$ cat config.mk
export PLATFORM = sky130hd
export DESIGN_NAME = mem_port_arbiter
export DESIGN_NICKNAME = d
export VERILOG_FILES = /design/src/rtl/mem_port_arbiter.sv
export SDC_FILE = /design/constraint.sdc
export NUM_CORES = 1
export LEC_CHECK = 0
export CORE_MARGIN = 1.5
export CORE_UTILIZATION = 44
export DETAILED_ROUTE_END_ITERATION = 6
export HOLD_SLACK_MARGIN = 0.03
export PLACE_DENSITY = 0.83
export SETUP_SLACK_MARGIN = 0.5
export SLEW_MARGIN = 20
export SYNTH_ARGS = -nofsm -noshare
export SYNTH_HDL_FRONTEND = slang
export SYNTH_SLANG_ARGS = --single-unit
$ cat constraint.sdc
create_clock -name clk -period 3.5 [get_ports clk]
set_clock_uncertainty 0.15 [all_clocks]
set_input_delay 0.7 -clock clk [delete_from_list [all_inputs] [get_ports clk]]
set_output_delay 0.7 -clock clk [all_outputs]
set_load 0.01 [all_outputs]
$ cat src/rtl/mem_port_arbiter.sv
// Arbiter sharing one single-port memory between instruction fetch and the
// data-memory stage. One access in flight at a time; the granted request's
// address/data/we are registered and held until the memory reports ready.
//
// state | meaning
// IDLE  | no access in flight; grant decision taken here when ena=1
// D_ACC | data access in flight, waiting for mem_rdy
// I_ACC | fetch access in flight, waiting for mem_rdy
module mem_port_arbiter #(
  parameter int ADDR_W     = 32,
  parameter int DATA_W     = 32,
  parameter int STARVE_MAX = 4
) (
  input  logic              clk,
  input  logic              rst,
  input  logic              ena,
  input  logic              if_req,
  input  logic [ADDR_W-1:0] if_addr,
  output logic [DATA_W-1:0] if_rdata,
  output logic              if_valid,
  input  logic              d_read,
  input  logic              d_write,
  input  logic [ADDR_W-1:0] d_addr,
  input  logic [DATA_W-1:0] d_wdata,
  output logic [DATA_W-1:0] d_rdata,
  output logic              d_valid,
  output logic              mem_en,
  output logic              mem_we,
  output logic [ADDR_W-1:0] mem_addr,
  output logic [DATA_W-1:0] mem_wdata,
  input  logic [DATA_W-1:0] mem_rdata,
  input  logic              mem_rdy,
  output logic              stall_if,
  output logic              stall_mem,
  output logic              busy,
  output logic              err_both
);

  typedef enum logic [1:0] {
    IDLE  = 2'd0,
    D_ACC = 2'd1,
    I_ACC = 2'd2
  } state_t;

  state_t state_q, state_d;

  logic [ADDR_W-1:0] addr_q, addr_d;
  logic [DATA_W-1:0] wdata_q, wdata_d;
  logic              we_q, we_d;
  logic [DATA_W-1:0] if_rdata_q, if_rdata_d;
  logic [DATA_W-1:0] d_rdata_q, d_rdata_d;
  logic              if_valid_q, if_valid_d;
  logic              d_valid_q, d_valid_d;
  logic [3:0]        starve_cnt_q, starve_cnt_d;
  logic              err_both_q, err_both_d;

  logic d_req_m;
  logic if_req_m;
  logic starve_full;
  logic gnt_data;
  logic gnt_fetch;

  // A requester is masked in its own valid cycle so it can present a new request
  assign d_req_m     = (d_read | d_write) & ~d_valid_q;
  assign if_req_m    = if_req & ~if_valid_q;
  assign starve_full = (starve_cnt_q == 4'(STARVE_MAX));

  // State register
  always_ff @(posedge clk or negedge rst) begin
    if (!rst) state_q <= IDLE;
    else      state_q <= state_d;
  end

  // Next-state and grant decision; starved fetch beats data, otherwise data first
  always_comb begin
    state_d   = state_q;
    gnt_data  = 1'b0;
    gnt_fetch = 1'b0;
    case (state_q)
      IDLE: begin
        if (ena) begin
          if (if_req_m && starve_full) begin
            gnt_fetch = 1'b1;
            state_d   = I_ACC;
          end else if (d_req_m) begin
            gnt_data = 1'b1;
            state_d  = D_ACC;
          end else if (if_req_m) begin
            gnt_fetch = 1'b1;
            state_d   = I_ACC;
          end
        end
      end
      D_ACC, I_ACC: begin
        if (mem_rdy) state_d = IDLE;
      end
      default: state_d = IDLE;
    endcase
  end

  // Outputs decoded from state; we is gated so it never shows outside an access
  always_comb begin
    mem_en = (state_q != IDLE);
    busy   = (state_q != IDLE);
    mem_we = (state_q == D_ACC) & we_q;
  end

  // Datapath next values: latch on grant, capture read data on completion
  always_comb begin
    addr_d       = addr_q;
    wdata_d      = wdata_q;
    we_d         = we_q;
    starve_cnt_d = starve_cnt_q;
    err_both_d   = err_both_q;
    if_rdata_d   = if_rdata_q;
    d_rdata_d    = d_rdata_q;
    if_valid_d   = 1'b0;
    d_valid_d    = 1'b0;

    if (gnt_data) begin
      addr_d  = d_addr;
      wdata_d = d_wdata;
      // read+write together resolves to a write and is flagged
      we_d    = d_write;
      if (d_read && d_write) err_both_d = 1'b1;
      if (if_req_m) begin
        if (!starve_full) starve_cnt_d = starve_cnt_q + 4'd1;
      end else begin
        starve_cnt_d = 4'd0;
      end
    end

    if (gnt_fetch) begin
      addr_d       = if_addr;
      we_d         = 1'b0;
      starve_cnt_d = 4'd0;
    end

    if (state_q == D_ACC && mem_rdy) begin
      d_valid_d = 1'b1;
      if (!we_q) d_rdata_d = mem_rdata;
    end

    if (state_q == I_ACC && mem_rdy) begin
      if_valid_d = 1'b1;
      if_rdata_d = mem_rdata;
    end
  end

  // Datapath registers
  always_ff @(posedge clk or negedge rst) begin
    if (!rst) begin
      addr_q       <= '0;
      wdata_q      <= '0;
      we_q         <= 1'b0;
      starve_cnt_q <= 4'd0;
      err_both_q   <= 1'b0;
      if_rdata_q   <= '0;
      d_rdata_q    <= '0;
      if_valid_q   <= 1'b0;
      d_valid_q    <= 1'b0;
    end else begin
      addr_q       <= addr_d;
      wdata_q      <= wdata_d;
      we_q         <= we_d;
      starve_cnt_q <= starve_cnt_d;
      err_both_q   <= err_both_d;
      if_rdata_q   <= if_rdata_d;
      d_rdata_q    <= d_rdata_d;
      if_valid_q   <= if_valid_d;
      d_valid_q    <= d_valid_d;
    end
  end

  assign mem_addr  = addr_q;
  assign mem_wdata = wdata_q;
  assign if_rdata  = if_rdata_q;
  assign d_rdata   = d_rdata_q;
  assign if_valid  = if_valid_q;
  assign d_valid   = d_valid_q;
  assign err_both  = err_both_q;
  assign stall_if  = if_req & ~if_valid_q;
  assign stall_mem = (d_read | d_write) & ~d_valid_q;

endmodule

; Word level (Yosys, flattened, before mapping)
; Index checks and enable logic that the tools add are counted.
[word_totals]
regBits = 138
inputBits = 135
out_inout_bits = 136
wordCells = 62
[op_classes]
addsub = 1
n_eq_ne = 7
mux = 25
bitwise = 7
reduce_logical = 12
[op_table]
columns = op, count
row1 = $mux 32, 2
row2 = $mux 4, 4
row3 = $mux 1, 13
row4 = $mux 2, 5
row5 = $reduce_and 2->1, 3
row6 = $add 4x1->4 const B, 1
row7 = $eq 4x3->1 const B, 1
row8 = $logic_and 1x1->1, 4
row9 = $ne 2x2->1 const B, 2
row10 = $ne 4x4->1 const B, 1
row11 = $pmux 2 s2, 1
row12 = $reduce_bool 2->1, 2
row13 = $and 1x1->1, 3
row14 = $ne 3x2->1 const B, 1
row15 = $not 1->1, 3
row16 = $reduce_and 3->1, 1
row17 = $eq 2x1->1 const B, 1
row18 = $eq 2x2->1 const B, 1
row19 = $logic_not 2->1, 1
row20 = $reduce_or 2->1, 1
row21 = $or 1x1->1, 1

; Logic depth before layout (Yosys ltp)
; Gate-level depths: netlist of the first run.
[depth]
depth_word = 9
ltp_mapped = 8
mapped_depth_nobuf = 6

; Worst setup path before layout of the first run
; Ideal clock, no wire load.
[synth_timing]
path_kind = input -> register
startpoint = input if_req
endpoint = register wdata_q[0] (netlist: mem_wdata[0])
setup_ns = 0.125
arrival_ns = 1.844
required_time_ns = 3.225
slack_ns = 1.382
path_stages = 5
path_buffers = 1
cell_sequence = nand2b_2 inv_2 a211oi_4 buf_6 mux2_2
[synth_between]
elab_chain_cells = 5
[synth_rtl]
columns = element, line_no
row1 = from (decl), 17  ; input logic if_req,
row2 = $and 1x1->1, -
row3 = named net stall_if, 33  ; output logic stall_if,
row4 = $logic_and 1x1->1, 82  ; if (if_req_m && starve_full) begin
row5 = $mux 1, 82
row6 = $mux 1, 81  ; if (ena) begin
row7 = $mux 1, 79  ; case (state_q)
row8 = to (signal assigned), 164  ; wdata_q <= wdata_d;
row9 = to (decl), 48  ; logic [DATA_W-1:0] wdata_q, wdata_d;
; The timed path passes the listed nets, and every way through them passes these cells.
; A chain may end at the register's enable or synchronous reset.

; Worst setup path in the final report of the first run
[layout_timing]
startpoint = input d_write
endpoint = output stall_mem
[layout_between]
elab_chain_cells = 2
[layout_rtl]
columns = element, line_no
row1 = from (decl), 22  ; input logic d_write,
row2 = $or 1x1->1, 183  ; assign stall_mem = (d_read | d_write) & ~d_valid_q;
row3 = $and 1x1->1, 183
row4 = to (decl), 34  ; output logic stall_mem,
; Every way passes these cells.

==> results.py, run 1 <==
metrics = {
    "pwr": {
        "vdd_drop_max_v": 0.000654,
        "powerDensity_nw_per_um2": 908,
        "leakage_nw": 3.86,
    },
    "logic_synthesis": {
        "syn_nets": 579,
        "async_flop_share": 1.00,
        "yosysMostFrequentCell": "dfrtp_1",
        "syn_area_um2": 5580,
        "yosys.cell_types.count": 33,
        "ys_top_cells_by_area": "dfrtp_1, mux2_2, a21oi_1",
        "yosysTopAreaCellShare": 0.619,
        "synth_edf_count": 0,
        "synth_top_area_cell": "dfrtp_1",
        "synth_ff_type": "dfrtp_1",
        "ys_warn_count": 0,
        "netlist_instances": 439,
        "seq_area_frac_synth": 0.619,
        "ys_seq_elements": 138,
        "synth_commonest_cells": "dfrtp_1, mux2_2, a21oi_1, nand2_1, nor2_1",
        "postSynthAreaPerCell_um2": 12.7,
    },
    "placement": {
        "finalWeightedCongestion": 0.831,
        "dpl_worst_slack_ns": 0.448,
        "dp_hpwl_mm": 11.3,
        "io_buffers": 270,
        "placed_area_um2": 8440,
        "dp_cells": 860,
    },
    "final_layout": {
        "antenna_cells": 0,
        "fin_util": 0.746,
        "finish.instance_area_um2": 9070,
        "area_growth_syn_to_layout_pct": 62.7,
        "final_cell_count_no_fill": 894,
        "nets": 853,
        "drive_above_1_share": 0.196,
    },
    "clock_network": {
        "clkLatencyLatePin_ns": 0.42,
        "ctsHtreeMaxLevel": 4,
        "cts_tree": "built",
        "clock-root-buffer": "clkbuf_16",
        "cts_made_buffers": 17,
        "clock-sinks": 138,
        "cts_max_path_buffers": 2,
        "path_clk_slew_ns": 0.06,
    },
    "critical_path": {
        "slowest_delay_ns": 0.58,
        "worst-setup-path-type": "in2out",
        "critPathSlowestCell": "clkdlybuf4s50_1",
        "cp_top_family": "buffers and inverters",
        "cp_cell_sequence": "clkdlybuf4s50_1 > o21bai_4 > inv_2 > clkdlybuf4s50_1",
        "worst_setup_path_end_kind": "output port",
        "critPathRequiredTime_ns": 2.65,
        "critPathArrivalTime_ns": 2.06,
        "cp_max_fo": 6,
        "worst_path_most_repeated_cell": "clkdlybuf4s50_1",
        "cp-start-kind": "primary input",
        "worst-path-buf-inv": 3,
    },
    "die": {
        "rows": 40,
        "die_w_um": 116,
        "start_util": 0.458,
        "core_um2": 12200,
        "die_area_um2": 13400,
        "die_y_um": 116,
        "io_pins": 271,
    },
    "timing": {
        "timing.final.crit_share": 0.832,
        "min_period_ns": 2.91,
        "worst_pin_slew_ns": 1.05,
        "setup-violations-final": 0,
        "finalMaxSlewViolations": 0,
        "fmax_mhz": 343,
        "worst_slack_ns": 0.589,
        "hold_viol_final": 0,
        "slew_headroom": 0.299,
        "rsz0062_at_grt": "false",
        "fin_setup_tns_ns": 0,
    },
    "run_status": {
        "status": "complete, no violations",
    },
    "worst_hold_path": {
        "hp-class": "in2async",
    },
    "drt": {
        "first_pass_iters": 4,
        "wl_mm": 16.0,
        "drt_iter0_markers": 161,
        "wl_per_cell_um": 17.8,
        "drc_errors": 0,
        "ant_nets": 0,
        "viasPerCell": 5.01,
        "num_vias": 4479,
    },
    "global_routing": {
        "grt.total_usage": 0.246,
        "grt_antenna_before_repair": 0,
        "grt_max_degree": 79,
        "globalRouteOverflowTotal": 0,
        "first_global_vias": 4933,
        "grt_pass1_wl_mm": 24.6,
    },
    "job": {
        "drv_cap": 0,
    },
}
## power breakdown
part | total, mW | switching, mW | internal, mW
clock network | 1.84 | 0.668 | 1.18
logic | 3.56 | 1.43 | 2.12
registers | 2.84 | 0.450 | 2.38
total | 8.23 | 2.55 | 5.68
## what timing repair did
item	in CTS	in global routing
cloned	0	0
setup buffers	0	2
endpoints found under the hold margin	0	0
resized for setup	1	0
hold buffers	0	0
setup endpoints to repair	1	1
pin swaps	0	1
## sequential cells by signal, summed over array words and instances (netlist names)
register,flops
starve_cnt_q,4
d_rdata,32
err_both,1
d_valid,1
if_rdata,32
state_q,2
if_valid,1
we_q,1
mem_addr,32
mem_wdata,32
## area by class of cell
cell class	count	area, um2
Sequential cell	138	3450
Fill cell	824	3090
Timing Repair Buffer	279	2780
Multi-Input combinational cell	268	1980
Clock buffer	22	474
Tap cell	168	210
Clock inverter	10	141
Inverter	9	33.8
## metrics by stage
step | power, mW | hold WS [ns]
2_1_floorplan | 4.29 | 0.254
3_3_place_gp | 6.24 | 0.319
3_5_place_dp | 6.40 | 0.329
4_1_cts | 8.32 | 0.177
5_1_grt | 8.68 | 0.216
6_report | 8.23 | 0.160
## cells in the final DEF (no fill, tap or decap), drive strengths merged, types with 3 or more instances in the layout
cell type	n
clkdlybuf4s50	269
dfrtp	138
mux2	96
a21oi	68
nand2	39
nor2	33
clkbuf	22
buf	10
inv	9
o21ai	7
ha	5
clkinvlp	5
bufinv	3
## worst paths after layout
check	startpoint	depth (start not counted)	to	slack, ns
min	rst	1	if_rdata[26]	0.16
max in group asynchronous	rst	2	d_rdata[5]	2.22
min reg2reg	mem_wdata[9]	1	mem_wdata[9]	0.34
max	d_write	4	stall_mem	0.59
max reg2reg	state_q[0]	6	mem_addr[27]	1.08
min in group clk	mem_wdata[9]	1	mem_wdata[9]	0.34
## cell families (layout without fill, tap and decap cells)
| kind of cell | Yosys count | in the layout | synth area share |
|---|---|---|---|
| simple gates | 82 | 82 | 0.0608 |
| compound gates | 85 | 85 | 0.0864 |
| flops | 138 | 138 | 0.619 |
| buf+inv | 33 | 320 | 0.0283 |
| fa+ha+maj | 5 | 5 | 0.0112 |
| mux | 96 | 96 | 0.194 |
## routing by layer
metal  vias up  global-route usage  part of all wire
li1       2064                   -                 -
met1      2194               0.245              0.35
met2       191               0.439              0.52
met3        30               0.109              0.10
met4         0               0.117             0.025
met5         -                   0                 0
Note: power is estimated with default switching activity, not from simulation.
==> inputs of run 2 (changes only) <==
--- a/config.mk
+++ b/config.mk
@@ -6,10 +6,10 @@
 export NUM_CORES = 1
 export LEC_CHECK = 0
 export CORE_MARGIN = 1.5
-export CORE_UTILIZATION = 44
+export CORE_UTILIZATION = 37
 export DETAILED_ROUTE_END_ITERATION = 6
 export HOLD_SLACK_MARGIN = 0.03
-export PLACE_DENSITY = 0.83
+export PLACE_DENSITY = 0.74
 export SETUP_SLACK_MARGIN = 0.5
 export SLEW_MARGIN = 20
 export SYNTH_ARGS = -nofsm -noshare
==> constraint.sdc (replaced) <==
create_clock -name clk -period 2.6 [get_ports clk]
set_clock_uncertainty 0.15 [all_clocks]
set_input_delay 0.52 -clock clk [delete_from_list [all_inputs] [get_ports clk]]
set_output_delay 0.52 -clock clk [all_outputs]
set_load 0.01 [all_outputs]
==> results.py, run 2 (synthesis results as in run 1) <==
metrics = {
    "placement": {
        "io_buffers": 270,
        "finalWeightedCongestion": 0.820,
        "dp_cells": 888,
        "dp_hpwl_mm": 11.5,
    },
    "run_status": {
        "status": "finished, violations left",
        "violations": "design-rule violations",
    },
    "clock_network": {
        "cts_tree": "built",
        "clock-sinks": 138,
        "path_clk_slew_ns": 0.06,
        "ctsHtreeMaxLevel": 4,
        "cts_max_path_buffers": 2,
        "cts_made_buffers": 17,
        "clkLatencyLatePin_ns": 0.41,
        "clock-root-buffer": "clkbuf_16",
    },
    "timing": {
        "fmax_mhz": 480,
        "hold_viol_final": 0,
        "rsz0062_at_grt": "true",
        "finalMaxSlewViolations": 0,
        "min_period_ns": 2.08,
        "fin_setup_tns_ns": 0,
        "worst_pin_slew_ns": 0.583,
        "setup-violations-final": 0,
        "slew_headroom": 0.611,
        "timing.final.crit_share": 0.801,
    },
    "global_routing": {
        "first_global_vias": 4985,
        "grt_max_degree": 63,
        "globalRouteOverflowTotal": 0,
        "grt.total_usage": 0.206,
        "grt_pass1_wl_mm": 25.5,
        "grt_antenna_before_repair": 0,
    },
    "worst_hold_path": {
        "hold-path-cell-count": 1,
        "hp-class": "reg2reg",
        "hold_end": "err_both",
        "min-delay-start": "err_both",
    },
    "die": {
        "start_util": 0.381,
        "core_um2": 14600,
        "rows": 44,
        "die_y_um": 126,
        "io_pins": 271,
        "die_area_um2": 15800,
        "die_w_um": 126,
    },
    "drt": {
        "wl_per_cell_um": 17.2,
        "ant_nets": 0,
        "viasPerCell": 4.89,
        "num_vias": 4557,
        "first_pass_iters": 7,
        "wl_mm": 16.0,
        "drc_errors": 17,
        "drt_iter0_markers": 117,
    },
    "pwr": {
        "vdd_drop_max_v": 0.000765,
        "powerDensity_nw_per_um2": 1200,
        "leakage_nw": 4.04,
    },
    "final_layout": {
        "layout_common_cells": "clkdlybuf4s50_1, dfrtp_1, mux2_2",
        "area_growth_syn_to_layout_pct": 67.9,
        "final_cell_count_no_fill": 932,
        "num-fill-cells": 1125,
        "layout_commonest_cell": "clkdlybuf4s50_1",
        "drive_above_1_share": 0.231,
        "nets": 875,
        "antenna_cells": 0,
    },
    "critical_path": {
        "critPathRequiredTime_ns": 2.74,
        "cp-start-kind": "register",
        "critPathLaunch": "starve_cnt_q[0]",
        "reg2reg_depth": 7,
        "timing.rr.end": "mem_wdata[26]",
        "critPathArrivalTime_ns": 2.22,
        "worst_r2r_startpoint": "starve_cnt_q[0]",
        "worst-setup-path-type": "reg2reg",
        "cp_max_fo": 4,
        "worst_setup_path_end_kind": "register",
        "reg2reg_slack_ns": 0.52,
    },
    "job": {
        "drv_cap": 0,
    },
}
==> run 2: cell types whose count changed in the layout (fill, tap and decap cells not counted), sizes merged <==
cell and delta:
buf +21, clkbuf +3, clkdlybuf4s15 +1, clkdlybuf4s50 -6, clkinv +3, clkinvlp -3, dlygate4sd3 +1, dlymetal6s2s +1
inv +1
==> run 2: stage by stage <==
stage / area [um2] / setup WS, ns / util / hold slack [ns] / total power, mW
after global routing: 9360 / 0.458 / 0.639 / 0.357 / 11.9
after detailed placement: 8590 / 0.109 / 0.587 / 0.317 / 8.67
after global placement: 8590 / 0.113 / 0.587 / 0.308 / 8.51
after CTS: 9310 / 0.360 / 0.636 / 0.330 / 11.3
after floorplan: 5580 / 0.513 / - / 0.0744 / 5.78
final: 9360 / 0.517 / 0.639 / 0.339 / 11.3
==> run 2: routing by layer <==
layer	track usage	vias to the layer above	part of all wire
li1	-	2103	-
met1	0.219	2216	0.37
met2	0.354	206	0.50
met3	0.0888	32	0.10
met4	0.0980	0	0.032
met5	0	-	0
==> run 2: how the worst max path moves through the flow <==
| stage | end | depth (start not counted) | slack, ns |
|---|---|---|---|
| finish | mem_wdata[26] | 7 | 0.52 |
| global route | mem_addr[19] | 9 | 0.46 |
| CTS | stall_mem | 4 | 0.36 |
| detailed placement | stall_mem | 4 | 0.11 |
| global placement | stall_mem | 4 | 0.11 |
| floorplan | mem_wdata[0] | 6 | 0.51 |
==> run 2: repair_timing <==
action | 4_1_cts | 5_1_grt
endpoints found under the setup margin | 36 | 49
gates resized for setup | 17 | 10
cloned | 2 | 1
pin swaps | 2 | 0
endpoints found under the hold margin | 60 | 0
buffers inserted | 5 | 3
hold buffers | 1 | 0
==> run 2: power by group <==
part	internal [mW]	leakage (nW)	switching (mW)	total [mW]
registers	3.21	1.62	0.575	3.79
clock network	1.58	0.299	0.882	2.46
logic	3.03	2.11	1.97	5.01
==> run 2: worst max-delay path: stages (launching register included) <==
cell and delay [ns]:
dfrtp_1 0.35, inv_1 0.08, ha_4 0.17, and3b_2 0.24, a211oi_4 0.29, buf_6 0.18, clkbuf_16 0.15, mux2_2 0.33
==> run 2: final cells by class <==
type | instances | area, um2 | area share
sequential | 138 | 3450 | 0.369
timing repair buffer | 301 | 3040 | 0.324
multi-input combinational | 268 | 1990 | 0.213
clock buffer | 21 | 470 | 0.0503
tap | 184 | 230 | 0.0246
clock inverter | 11 | 143 | 0.0152
inverter | 9 | 33.8 | 0.00361
==> inputs of run 3 (changes only) <==
==> constraint.sdc (replaced) <==
create_clock -name clk -period 1.91 [get_ports clk]
set_clock_uncertainty 0.15 [all_clocks]
set_input_delay 0.382 -clock clk [delete_from_list [all_inputs] [get_ports clk]]
set_output_delay 0.382 -clock clk [all_outputs]
set_load 0.01 [all_outputs]
==> results.py, run 3 (synthesis results as in run 1) <==
metrics = {
    "critical_path": {
        "cp-start-kind": "register",
        "critPathRequiredTime_ns": 2.06,
        "worst_r2r_startpoint": "starve_cnt_q[1]",
        "reg2reg_depth": 7,
        "timing.rr.end": "mem_wdata[19]",
        "critPathArrivalTime_ns": 2.10,
        "worst_setup_path_end_kind": "register",
        "worst-setup-path-type": "reg2reg",
        "cp_cell_sequence": "inv_2 > ha_4 > and3b_2 > a211oi_4 > buf_6 > clkbuf_16 > mux2_4",
        "slowest_delay_ns": 0.36,
        "reg2reg_slack_ns": -0.04,
        "cp_max_fo": 7,
        "critPathSlowestCell": "dfrtp_1",
    },
    "timing": {
        "slew_headroom": 0.794,
        "hold_viol_final": 0,
        "rsz0062_at_grt": "true",
        "fmax_mhz": 512,
        "worst_slack_ns": -0.0429,
        "finalMaxSlewViolations": 0,
        "setup-violations-final": 33,
        "fin_setup_tns_ns": -0.651,
        "timing.final.crit_share": 1.02,
        "worst_pin_slew_ns": 0.309,
        "min_period_ns": 1.95,
        "timing.hold.ws_ns": 0.251,
    },
    "final_layout": {
        "drive_above_1_share": 0.562,
        "nets": 999,
        "area_growth_syn_to_layout_pct": 97.2,
        "multi_input_area_um2": 2680,
        "fin_util": 0.751,
        "layout_commonest_cell": "dfrtp_1",
        "layout_common_cells": "dfrtp_1, clkdlybuf4s50_1, buf_4",
        "antenna_cells": 0,
        "final_cell_count_no_fill": 1056,
        "ff_latch_area_um2": 3450,
        "num-fill-cells": 924,
    },
    "placement": {
        "io_buffers": 270,
        "dp_hpwl_mm": 12.0,
        "dp_cells": 901,
        "dpl_worst_slack_ns": -0.417,
        "finalWeightedCongestion": 0.782,
    },
    "global_routing": {
        "first_global_vias": 5197,
        "grt_max_degree": 57,
        "grt_antenna_before_repair": 0,
        "grt.total_usage": 0.224,
        "globalRouteOverflowTotal": 0,
        "grt_pass1_wl_mm": 27.4,
    },
    "die": {
        "die_area_um2": 15800,
        "die_w_um": 126,
        "core_um2": 14600,
        "die_y_um": 126,
        "io_pins": 271,
        "start_util": 0.381,
        "rows": 44,
    },
    "drt": {
        "ant_nets": 0,
        "wl_mm": 19.7,
        "drt_iter0_markers": 208,
        "wl_per_cell_um": 18.6,
        "first_pass_iters": 6,
        "viasPerCell": 4.83,
        "num_vias": 5104,
        "drc_errors": 15,
    },
    "job": {
        "drv_cap": 0,
    },
    "clock_network": {
        "cts_tree": "built",
        "path_clk_slew_ns": 0.06,
        "ctsHtreeMaxLevel": 4,
        "clkLatencyLatePin_ns": 0.42,
        "cts_max_path_buffers": 2,
        "cts_made_buffers": 17,
        "clock-root-buffer": "clkbuf_16",
        "clock-sinks": 138,
    },
    "worst_hold_path": {
        "hp-class": "in2async",
    },
    "pwr": {
        "powerDensity_nw_per_um2": 1630,
        "vdd_drop_max_v": 0.000726,
        "leakage_nw": 5.35,
    },
    "run_status": {
        "violations": "design-rule violations, negative setup slack",
        "status": "finished, violations left",
    },
}
==> run 3: worst max-delay path by stage <==
stage	from	end	slack (ns)	depth (start not counted)
3_3_place_gp	d_write	mem_wdata[3]	-0.36	6
4_1_cts	starve_cnt_q[1]	mem_wdata[3]	-0.07	7
2_1_floorplan	starve_cnt_q[0]	mem_wdata[0]	-0.12	6
6_report	starve_cnt_q[1]	mem_wdata[19]	-0.04	7
5_1_grt	starve_cnt_q[1]	mem_wdata[25]	-0.11	7
3_5_place_dp	d_write	mem_wdata[25]	-0.42	6
==> run 3: timing repair <==
item / in CTS / in global routing
hold buffers: 1 / 0
setup buffers: 45 / 65
gates resized for setup: 601 / 102
hold endpoints to repair: 117 / 0
cloned: 3 / 9
endpoints found under the setup margin: 272 / 272
pin swaps: 2 / 11
==> run 3: worst max-delay path, delay by kind of cell, from the launching register on <==
| kind | cells | cell delay, ns |
|---|---|---|
| AO/OA/AOI/OAI | 1 | 0.24 |
| adder cells (fa/ha/maj) | 1 | 0.16 |
| buffers and inverters | 3 | 0.39 |
| flip-flops | 1 | 0.36 |
| multiplexers | 1 | 0.30 |
| AND/OR/NAND/NOR | 1 | 0.22 |
==> run 3: per-stage QoR <==
| stage | cell area, um2 | power [mW] |
|---|---|---|
| 4_1_cts | 9940 | 16.2 |
| 2_1_floorplan | 6160 | 8.66 |
| 6_report | 11000 | 17.9 |
| 3_5_place_dp | 9220 | 12.7 |
| 5_1_grt | 11000 | 18.8 |
| 3_3_place_gp | 9220 | 12.5 |
==> run 3: final cells by class <==
cell class | count | area share
repair buffers | 425 | 0.363
flip-flops and latches | 138 | 0.314
multi-input cells | 268 | 0.244
clock buffers | 22 | 0.0431
well taps | 184 | 0.0209
inverters | 9 | 0.00398
clock inverters | 10 | 0.0107
==> run 3: power breakdown <==
part / leakage [nW] / switching (mW) / internal, mW
clock: 0.278 / 1.27 / 2.02
combinational: 3.44 / 3.59 / 5.75
sequential: 1.62 / 0.907 / 4.37
==> run 3: metal layers <==
metal  share of wire  up-vias  track usage
li1                -     2354            -
met3           0.059       54       0.0680
met4           0.038        0        0.109
met5               0        -            0
met2            0.51      187        0.384
met1            0.39     2509        0.257
